**src/rtl/mac_sequencer_if.sv**
```systemverilog
// Bundle of the scheduler, memory, quadrant and result signals of mac_sequencer.
// master: the sequencer side. slave: the environment (scheduler, memories, quadrant, sink).
interface mac_sequencer_if #(
  parameter int unsigned ADDR_W = 12,
  parameter int unsigned LEN_W  = 8
) ();
  logic              start;
  logic [LEN_W-1:0]  cfg_len;
  logic [ADDR_W-1:0] cfg_in_base;
  logic [ADDR_W-1:0] cfg_wt_base;
  logic              busy;
  logic              mem_rd_en;
  logic [ADDR_W-1:0] in_addr;
  logic [ADDR_W-1:0] wt_addr;
  logic [15:0]       in_data;
  logic [15:0]       wt_data;
  logic [15:0]       mac_a;
  logic [15:0]       mac_b;
  logic              mac_clear;
  logic [31:0]       mac_acc;
  logic              res_valid;
  logic              res_ready;
  logic [15:0]       res_data;
  logic              res_sat;

  modport master (
    input  start, cfg_len, cfg_in_base, cfg_wt_base, in_data, wt_data, mac_acc, res_ready,
    output busy, mem_rd_en, in_addr, wt_addr, mac_a, mac_b, mac_clear, res_valid, res_data,
           res_sat
  );

  modport slave (
    output start, cfg_len, cfg_in_base, cfg_wt_base, in_data, wt_data, mac_acc, res_ready,
    input  busy, mem_rd_en, in_addr, wt_addr, mac_a, mac_b, mac_clear, res_valid, res_data,
           res_sat
  );
endinterface

```
**src/rtl/mac_sequencer.sv**
```systemverilog
// Sequences one quadrant MAC through a length-N dot product: reads paired input/weight
// words, feeds them to the quadrant, then returns the truncated accumulator.
// Optional feature: define SATURATE_EN to clamp the result instead of wrapping.
module mac_sequencer #(
  parameter int unsigned ADDR_W = 12,
  parameter int unsigned LEN_W  = 8,
  parameter int unsigned SHIFT  = 8
) (
  input logic             clock,
  input logic             reset_n,
  mac_sequencer_if.master bus
);

  typedef enum logic [1:0] {StIdle, StRun, StDrain, StDone} state_e;

  // Cycles from the last operand pair until the accumulator holds the full sum.
  localparam int unsigned DrainLast = 2;

  state_e            state_q, state_d;
  logic [LEN_W-1:0]  cnt_q, cnt_d;
  logic [LEN_W-1:0]  len_q;
  logic [ADDR_W-1:0] in_base_q, wt_base_q;
  logic              rd_vld_q, rd_first_q;
  logic [15:0]       mac_a_q, mac_b_q;
  logic              mac_clear_q;
  logic [15:0]       res_data_q;
  logic [15:0]       res_next;
  logic              unused_acc;

  assign unused_acc = ^bus.mac_acc;

  // State register.
  always_ff @(posedge clock or negedge reset_n) begin
    if (!reset_n) begin
      state_q <= StIdle;
      cnt_q   <= '0;
    end else begin
      state_q <= state_d;
      cnt_q   <= cnt_d;
    end
  end

  // Next-state and phase counter; the counter restarts on every state change.
  always_comb begin
    state_d = state_q;
    unique case (state_q)
      StIdle: begin
        if (bus.start) state_d = (bus.cfg_len == '0) ? StDone : StRun;
      end
      StRun: begin
        if (cnt_q == LEN_W'(len_q - 1'b1)) state_d = StDrain;
      end
      StDrain: begin
        if (cnt_q == LEN_W'(DrainLast)) state_d = StDone;
      end
      StDone: begin
        if (bus.res_ready) state_d = StIdle;
      end
      default: state_d = StIdle;
    endcase
    cnt_d = (state_d != state_q) ? '0 : cnt_q + 1'b1;
    if (state_q == StIdle || state_q == StDone) cnt_d = '0;
  end

  // Outputs decoded from state; addresses are held at zero outside RUN.
  always_comb begin
    bus.busy      = (state_q != StIdle);
    bus.mem_rd_en = (state_q == StRun);
    bus.res_valid = (state_q == StDone);
    bus.in_addr   = '0;
    bus.wt_addr   = '0;
    if (state_q == StRun) begin
      bus.in_addr = in_base_q + ADDR_W'(cnt_q);
      bus.wt_addr = wt_base_q + ADDR_W'(cnt_q);
    end
  end

  // Result formatting: plain slice, optionally clamped to the Q8.8 range.
  always_comb begin
    res_next = bus.mac_acc[SHIFT+15:SHIFT];
  end

`ifdef SATURATE_EN
  localparam int unsigned TopW = 32 - SHIFT - 15;

  logic [TopW-1:0] acc_top;
  logic            sat_next;
  logic            res_sat_q;
  logic [15:0]     res_fmt;

  assign acc_top = bus.mac_acc[31:SHIFT+15];

  // Out of range whenever the bits above the slice are not a pure sign extension.
  always_comb begin
    res_fmt  = res_next;
    sat_next = 1'b0;
    if (!bus.mac_acc[31] && (|acc_top)) begin
      res_fmt  = 16'h7fff;
      sat_next = 1'b1;
    end else if (bus.mac_acc[31] && !(&acc_top)) begin
      res_fmt  = 16'h8000;
      sat_next = 1'b1;
    end
  end

  // Saturation flag, captured together with the result.
  always_ff @(posedge clock or negedge reset_n) begin
    if (!reset_n) begin
      res_sat_q <= 1'b0;
    end else if (state_q == StIdle && state_d == StDone) begin
      res_sat_q <= 1'b0;
    end else if (state_q == StDrain && state_d == StDone) begin
      res_sat_q <= sat_next;
    end
  end

  assign bus.res_sat = res_sat_q;
`else
  logic [15:0] res_fmt;

  assign res_fmt     = res_next;
  assign bus.res_sat = 1'b0;
`endif

  // Configuration latch, operand pipe and result register.
  always_ff @(posedge clock or negedge reset_n) begin
    if (!reset_n) begin
      len_q       <= '0;
      in_base_q   <= '0;
      wt_base_q   <= '0;
      rd_vld_q    <= 1'b0;
      rd_first_q  <= 1'b0;
      mac_a_q     <= '0;
      mac_b_q     <= '0;
      mac_clear_q <= 1'b0;
      res_data_q  <= '0;
    end else begin
      if (state_q == StIdle && bus.start) begin
        len_q     <= bus.cfg_len;
        in_base_q <= bus.cfg_in_base;
        wt_base_q <= bus.cfg_wt_base;
      end
      // Read data arrives one cycle after the strobe; mark it and the first pair.
      rd_vld_q    <= (state_q == StRun);
      rd_first_q  <= (state_q == StRun) && (cnt_q == '0);
      // Zero operands when idle so the free-running accumulator holds its value.
      mac_a_q     <= rd_vld_q ? bus.in_data : '0;
      mac_b_q     <= rd_vld_q ? bus.wt_data : '0;
      mac_clear_q <= rd_vld_q && rd_first_q;
      if (state_q == StIdle && state_d == StDone) begin
        res_data_q <= '0;
      end else if (state_q == StDrain && state_d == StDone) begin
        res_data_q <= res_fmt;
      end
    end
  end

  assign bus.mac_a     = mac_a_q;
  assign bus.mac_b     = mac_b_q;
  assign bus.mac_clear = mac_clear_q;
  assign bus.res_data  = res_data_q;

endmodule

```
**src/flat_wrapper.sv**
```systemverilog
// flat-port wrapper written by rule: the top's interface ports become plain ports
module mac_sequencer_flat 
#(
  parameter int unsigned ADDR_W = 12,
  parameter int unsigned LEN_W  = 8,
  parameter int unsigned SHIFT  = 8
)
  (clock, reset_n, bus_start, bus_cfg_len, bus_cfg_in_base, bus_cfg_wt_base, bus_in_data, bus_wt_data, bus_mac_acc, bus_res_ready, bus_busy, bus_mem_rd_en, bus_in_addr, bus_wt_addr, bus_mac_a, bus_mac_b, bus_mac_clear, bus_res_valid, bus_res_data, bus_res_sat);
  mac_sequencer_if #(.ADDR_W(ADDR_W), .LEN_W(LEN_W)) bus_i ();
  input logic clock;
  input logic reset_n;
  input wire logic [$bits(bus_i.start)-1:0] bus_start;
  input wire logic [$bits(bus_i.cfg_len)-1:0] bus_cfg_len;
  input wire logic [$bits(bus_i.cfg_in_base)-1:0] bus_cfg_in_base;
  input wire logic [$bits(bus_i.cfg_wt_base)-1:0] bus_cfg_wt_base;
  input wire logic [$bits(bus_i.in_data)-1:0] bus_in_data;
  input wire logic [$bits(bus_i.wt_data)-1:0] bus_wt_data;
  input wire logic [$bits(bus_i.mac_acc)-1:0] bus_mac_acc;
  input wire logic [$bits(bus_i.res_ready)-1:0] bus_res_ready;
  output wire logic [$bits(bus_i.busy)-1:0] bus_busy;
  output wire logic [$bits(bus_i.mem_rd_en)-1:0] bus_mem_rd_en;
  output wire logic [$bits(bus_i.in_addr)-1:0] bus_in_addr;
  output wire logic [$bits(bus_i.wt_addr)-1:0] bus_wt_addr;
  output wire logic [$bits(bus_i.mac_a)-1:0] bus_mac_a;
  output wire logic [$bits(bus_i.mac_b)-1:0] bus_mac_b;
  output wire logic [$bits(bus_i.mac_clear)-1:0] bus_mac_clear;
  output wire logic [$bits(bus_i.res_valid)-1:0] bus_res_valid;
  output wire logic [$bits(bus_i.res_data)-1:0] bus_res_data;
  output wire logic [$bits(bus_i.res_sat)-1:0] bus_res_sat;
  assign bus_i.start = bus_start;
  assign bus_i.cfg_len = bus_cfg_len;
  assign bus_i.cfg_in_base = bus_cfg_in_base;
  assign bus_i.cfg_wt_base = bus_cfg_wt_base;
  assign bus_i.in_data = bus_in_data;
  assign bus_i.wt_data = bus_wt_data;
  assign bus_i.mac_acc = bus_mac_acc;
  assign bus_i.res_ready = bus_res_ready;
  assign bus_busy = bus_i.busy;
  assign bus_mem_rd_en = bus_i.mem_rd_en;
  assign bus_in_addr = bus_i.in_addr;
  assign bus_wt_addr = bus_i.wt_addr;
  assign bus_mac_a = bus_i.mac_a;
  assign bus_mac_b = bus_i.mac_b;
  assign bus_mac_clear = bus_i.mac_clear;
  assign bus_res_valid = bus_i.res_valid;
  assign bus_res_data = bus_i.res_data;
  assign bus_res_sat = bus_i.res_sat;
  mac_sequencer #(.ADDR_W(ADDR_W), .LEN_W(LEN_W), .SHIFT(SHIFT)) u_core (.clock(clock), .reset_n(reset_n), .bus(bus_i));
endmodule
```
**config.mk**
```make
export PLATFORM = sky130hd
export DESIGN_NAME = mac_sequencer_flat
export DESIGN_NICKNAME = d
export VERILOG_FILES = /design/src/rtl/mac_sequencer_if.sv /design/src/rtl/mac_sequencer.sv /design/src/flat_wrapper.sv
export SDC_FILE = /design/constraint.sdc
export NUM_CORES = 1
export LEC_CHECK = 0
export BUFFER_PORTS_ARGS = -buffer_cell sky130_fd_sc_hd__buf_2
export CAP_MARGIN = 5
export CORE_MARGIN = 3
export CORE_UTILIZATION = 49
export CTS_BUF_LIST = sky130_fd_sc_hd__clkbuf_2 sky130_fd_sc_hd__clkbuf_4 sky130_fd_sc_hd__clkbuf_8
export DETAILED_ROUTE_END_ITERATION = 16
export PLACE_DENSITY = 0.78
export SETUP_SLACK_MARGIN = 0.15
export SLEW_MARGIN = 10
export SYNTH_ARGS = -nofsm -noshare
export SYNTH_HDL_FRONTEND = slang
export SYNTH_SLANG_ARGS = --single-unit
```
**constraint.sdc**
```tcl
create_clock -name clock -period 8.58 [get_ports clock]
set_input_delay 1.716 -clock clock [delete_from_list [all_inputs] [get_ports clock]]
set_output_delay 1.716 -clock clock [all_outputs]
set_load 0.01 [all_outputs]
```
== Word level (Yosys, flattened, before mapping) ==
Index checks and enable logic that the tools add are counted.

* Logic and storage cells: 47
* Input port bits: 100
* Output and inout bits: 77
* Register bits: 93

* Multiplexer cells: 14
* Eq/ne operators: 7
* $add $sub $neg: 4
* Reduce and logical (&&, ||, !) cells: 11

{| class="wikitable"
|+ Operator list
! kind !! count
|-
| 2-to-1 mux 16 bit || 4
|-
| adder 12 x 8 -> 12 bit || 2
|-
| 2-to-1 mux 12 bit || 2
|-
| zero test 8 bit || 2
|-
| 2-to-1 mux 8 bit || 2
|-
| 2-to-1 mux 2 bit || 5
|-
| adder 8 x 1 -> 8 bit, second input constant || 1
|-
| == test 8 x 2 -> 1 bit, second input constant || 1
|-
| == test 8 bit || 1
|-
| one-hot mux 2 bit (4 select lines) || 1
|-
| subtractor 8 x 1 -> 8 bit, second input constant || 1
|-
| == test 2 bit, second input constant || 3
|-
| logical AND 1 bit || 5
|-
| nonzero test 2 bit || 2
|-
| == test 2 x 1 -> 1 bit, second input constant || 1
|-
| zero test 2 bit || 1
|-
| != test 2 bit || 1
|-
| logical OR 1 bit || 1
|}

== Logic depth before layout (Yosys ltp) ==
* Word-level depth: 8
* Depth in mapped cells: 10
* Gate-level depth less buffers: 9

== Worst setup path after synthesis ==
OpenSTA, ideal clock, no wires.

* Path type: register to output
* Start point: reg u_core.cnt_q[1]
* End point: out bus_in_addr[11]
* Setup slack: 4.613 ns
* Data required time: 6.864 ns
* Data arrival time: 2.251 ns
* Buffers on the path: 0
* Cell stages (with the launch flop): 9
* Path through: dfrtp_1 -> ha_1 -> a21o_1 -> a21o_1 -> a2111oi_0 -> nor3b_1 -> o2111ai_1 -> xor2_1 -> nor2_1

* Longest elaborated chain between the ends: 2

{| class="wikitable"
|+ RTL lines
! item !! line !! RTL
|-
| start, declared || mac_sequencer.sv:20 || <nowiki>logic [LEN_W-1:0] cnt_q, cnt_d;</nowiki>
|-
| start signal, assigned || mac_sequencer.sv:39 || <nowiki>cnt_q <= cnt_d;</nowiki>
|-
| adder 12 x 8 -> 12 bit || mac_sequencer.sv:73 || <nowiki>bus.in_addr = in_base_q + ADDR_W'(cnt_q);</nowiki>
|-
| 2-to-1 mux 12 bit || mac_sequencer.sv:72 || <nowiki>if (state_q == StRun) begin</nowiki>
|-
| end, declared || flat_wrapper.sv:22 || <nowiki>output wire logic [$bits(bus_i.in_addr)-1:0] bus_in_addr;</nowiki>
|}

No other way between the ends.

== Worst setup path after layout ==
Same ends and word-level chain as after synthesis.

==> run summary <==
Hold EP: u_core.bus.mac_clear$_DFF_PN0_
Placed insts: 687
Most frequent cells in the layout: buf_2 (158), dfrtp_1 (93), and2_1 (38), mux2_2 (38)
HPWL after DPL: 7800 um
Mapped Cells: 411
Clock transition at the registers of the reported paths: 0.10 ns
Full die area: 0.0110 mm2
Status: finished clean
Die H: 105 um
Fin crit period: 4.84 ns
Syn_nets: 538
Peak supply drop: 93.1 uV
Final count of hold timing violations: 0
Clk_skew: 0.0166 ns
Worst rel slew slack: 32.5%
Leak: 3.16 nW
Final WL: 10400 um
Max_cap viols: 0
Largest net degree at the start of global routing: 58
Clock Tree Buf Depth: 2
Num CTS Buffers: 9
Final ANT Viol Nets: 0
First-pass GRT wire length: 17700 um
Synthesized area per cell: 11.6 um2
Startpoint Class: flip-flop
Hold_buf cts: 0
Reg2reg start: u_core.cnt_q[5]$_DFF_PN0_
GR Util met3: 3.46%
Period utilization: 56.5%
Fin cells: 703
Max frequency: 206 MHz
Post-CTS Resized: 0
RSZ-0062 raised after global routing: false
Post-synthesis sequential area ratio: 48.7%
CTS tree: built
DR DRC count: 0
Ratio of cells with drive above 1 in the final layout: 40.2%
# setup viols final: 0
# nets final: 696
CTS sink count: 93
Most common cell on crit path: a21o_1
Post-synth EDFFs: 0
Commonest non-fill, non-tap cell in the layout: buf_2
Worst r2r dst: u_core.bus.res_data[5]$_DFFE_PN0P_
Actual slew at the worst max-slew pin: 1.01 ns
#FFs+latches synth: 93
Worst EP required: 6.86 ns
Main synth FF type: dfrtp_1
CP startpoint: u_core.cnt_q[1]$_DFF_PN0_
Synthesized area: 0.00478 mm2
Gp weighted congestion: 0.780
Ports: 177
Yosys warns: 0
Met2 usage: 33.6%
Async SR Flop Fraction: 100%
Syn-to-layout area delta: 22.8%
Root Driver: clkbuf_8
Crit-path max cell delay: 0.64 ns
Max-slew violation count: 0
Nature of the critical path endpoint: output port
Routed len/inst: 14.8 um
WS Path Type: flip-flop to output port
First-pass iteration count of the detailed router: 4
Vias in the first global route: 3707
Hold WC Path Type: flip-flop to flip-flop
Critical-path top delay cell: dfrtp_1
Initial core utilization: 51.0%
Total gr overflow: 0
Worst R2R Setup Slack: 5.13 ns
Worst path cell trace: ha_1 > a21o_1 > a21o_1 > a2111oi_0 > nor3b_1 > o2111ai_1 > xor2_1 > nor2_1 > buf_2
GR peak layer: met2
Hold path depth: 1
Critical path data arrival time: 3.13 ns
Vias per std cell: 5.06
H-tree depth: 3
Initial antenna violation count: 0
Core area: 0.00937 mm2
Setup Total Neg Slack: 0 ns
Post-synth cell types: 46
# rows: 35
DIE WIDTH: 105 um
DR iter-0 viols: 143
Pwr/cell area: 133 mW/mm2
Diode count: 0
Tot Pwr: 0.779 mW
Routing usage on met1: 25.0%
GR Util All Layers: 19.7%
Via count: 3555
Worst skew pair latency: 0.36 ns
PortBufs: 159
Post-CTS Repair Setup Buffers: 0
Hold slack: 0.493 ns
Worst Path Max Fanout: 11
Hold path start: u_core.rd_first_q$_DFF_PN0_
FF-to-FF path depth: 7
state kept, by name, indices dropped and copies added, names as in the netlist:
signal                count
u_core.bus.res_data      16
u_core.rd_first_q         1
u_core.cnt_q              8
u_core.rd_vld_q           1
u_core.bus.mac_a         16
u_core.in_base_q         12
u_core.state_q            2
u_core.len_q              8
u_core.bus.mac_clear      1
u_core.wt_base_q         12
u_core.bus.mac_b         16
cells by family after synthesis:
family | Yosys count | share of synthesized area [%]
XOR/XNOR | 31 | 5.68
buffers and inverters | 24 | 2.33
adder cells (fa/ha/maj) | 27 | 7.38
multiplexers | 48 | 12.1
other | 1 | 0.0784
AO/OA/AOI/OAI | 46 | 7.04
AND/OR/NAND/NOR | 141 | 16.7
flip-flops | 93 | 48.7
layout make-up:
type | count | area [um2]
clock inverter | 7 | 67.6
tap | 129 | 161
clock buffer | 9 | 124
fill | 820 | 3500
multi-input combinational | 294 | 2340
sequential | 93 | 2330
timing repair buffer | 161 | 813
inverter | 10 | 37.5
cells in the mapped netlist, types with 4 or more instances:
| library cell | number | area [um2] |
|---|---|---|
| a21o_1 | 11 | 82.6 |
| a21oi_1 | 7 | 35.0 |
| and2_1 | 38 | 238 |
| clkbuf_1 | 8 | 30.0 |
| dfrtp_1 | 93 | 2330 |
| ha_1 | 25 | 313 |
| inv_1 | 10 | 37.5 |
| mux2_2 | 38 | 428 |
| mux2_4 | 10 | 150 |
| nand2_1 | 9 | 33.8 |
| nand3_1 | 9 | 45.0 |
| nor2_1 | 25 | 93.8 |
| nor2b_1 | 25 | 156 |
| nor3_1 | 13 | 65.1 |
| nor3b_1 | 6 | 45.0 |
| nor4_1 | 4 | 25.0 |
| o2111ai_1 | 4 | 35.0 |
| o21ai_0 | 7 | 35.0 |
| xnor2_1 | 15 | 131 |
| xor2_1 | 16 | 140 |
power breakdown:
part / switching [mW] / internal (mW) / total (mW) / leakage, nW
logic: 0.0241 / 0.0246 / 0.0487 / 1.86
registers: 0.00169 / 0.445 / 0.447 / 1.20
clock network: 0.171 / 0.113 / 0.283 / 0.0989
total: 0.196 / 0.583 / 0.779 / 3.16
per-stage QoR:
step           instance area (um2)  util, %  setup WS [ns]
2_1_floorplan                 4780        -           4.61
3_3_place_gp                  5680     60.6           4.19
4_1_cts                       5870     62.7           3.72
5_1_grt                       5870     62.7           3.45
3_5_place_dp                  5680     60.6           4.13
6_report                      5870     62.7           3.74
per-layer routing:
metal | share of wire [%] | wire length (um)
met1 | 43 | 4450
met2 | 51 | 5270
met3 | 4.1 | 429
met4 | 2.2 | 232
met5 | 0 | 0
how the worst max path moves through the flow:
stage	to	slack (ns)	cells after the start
3_5_place_dp	bus_in_addr[11]	4.13	9
2_1_floorplan	bus_in_addr[11]	4.61	8
4_1_cts	bus_in_addr[11]	3.72	9
3_3_place_gp	bus_in_addr[11]	4.19	9
5_1_grt	bus_in_addr[11]	3.45	9
6_report	bus_in_addr[11]	3.74	9
worst max-delay path: cells and delay by family, from the launching register on:
kind	cells	cell delay, ns
AO/OA/AOI/OAI	4	1.26
buffers and inverters	1	0.16
adder cells (fa/ha/maj)	1	0.32
XOR/XNOR	1	0.17
AND/OR/NAND/NOR	2	0.24
flip-flops	1	0.64
No activity file was read; power rests on OpenSTA's default activity.
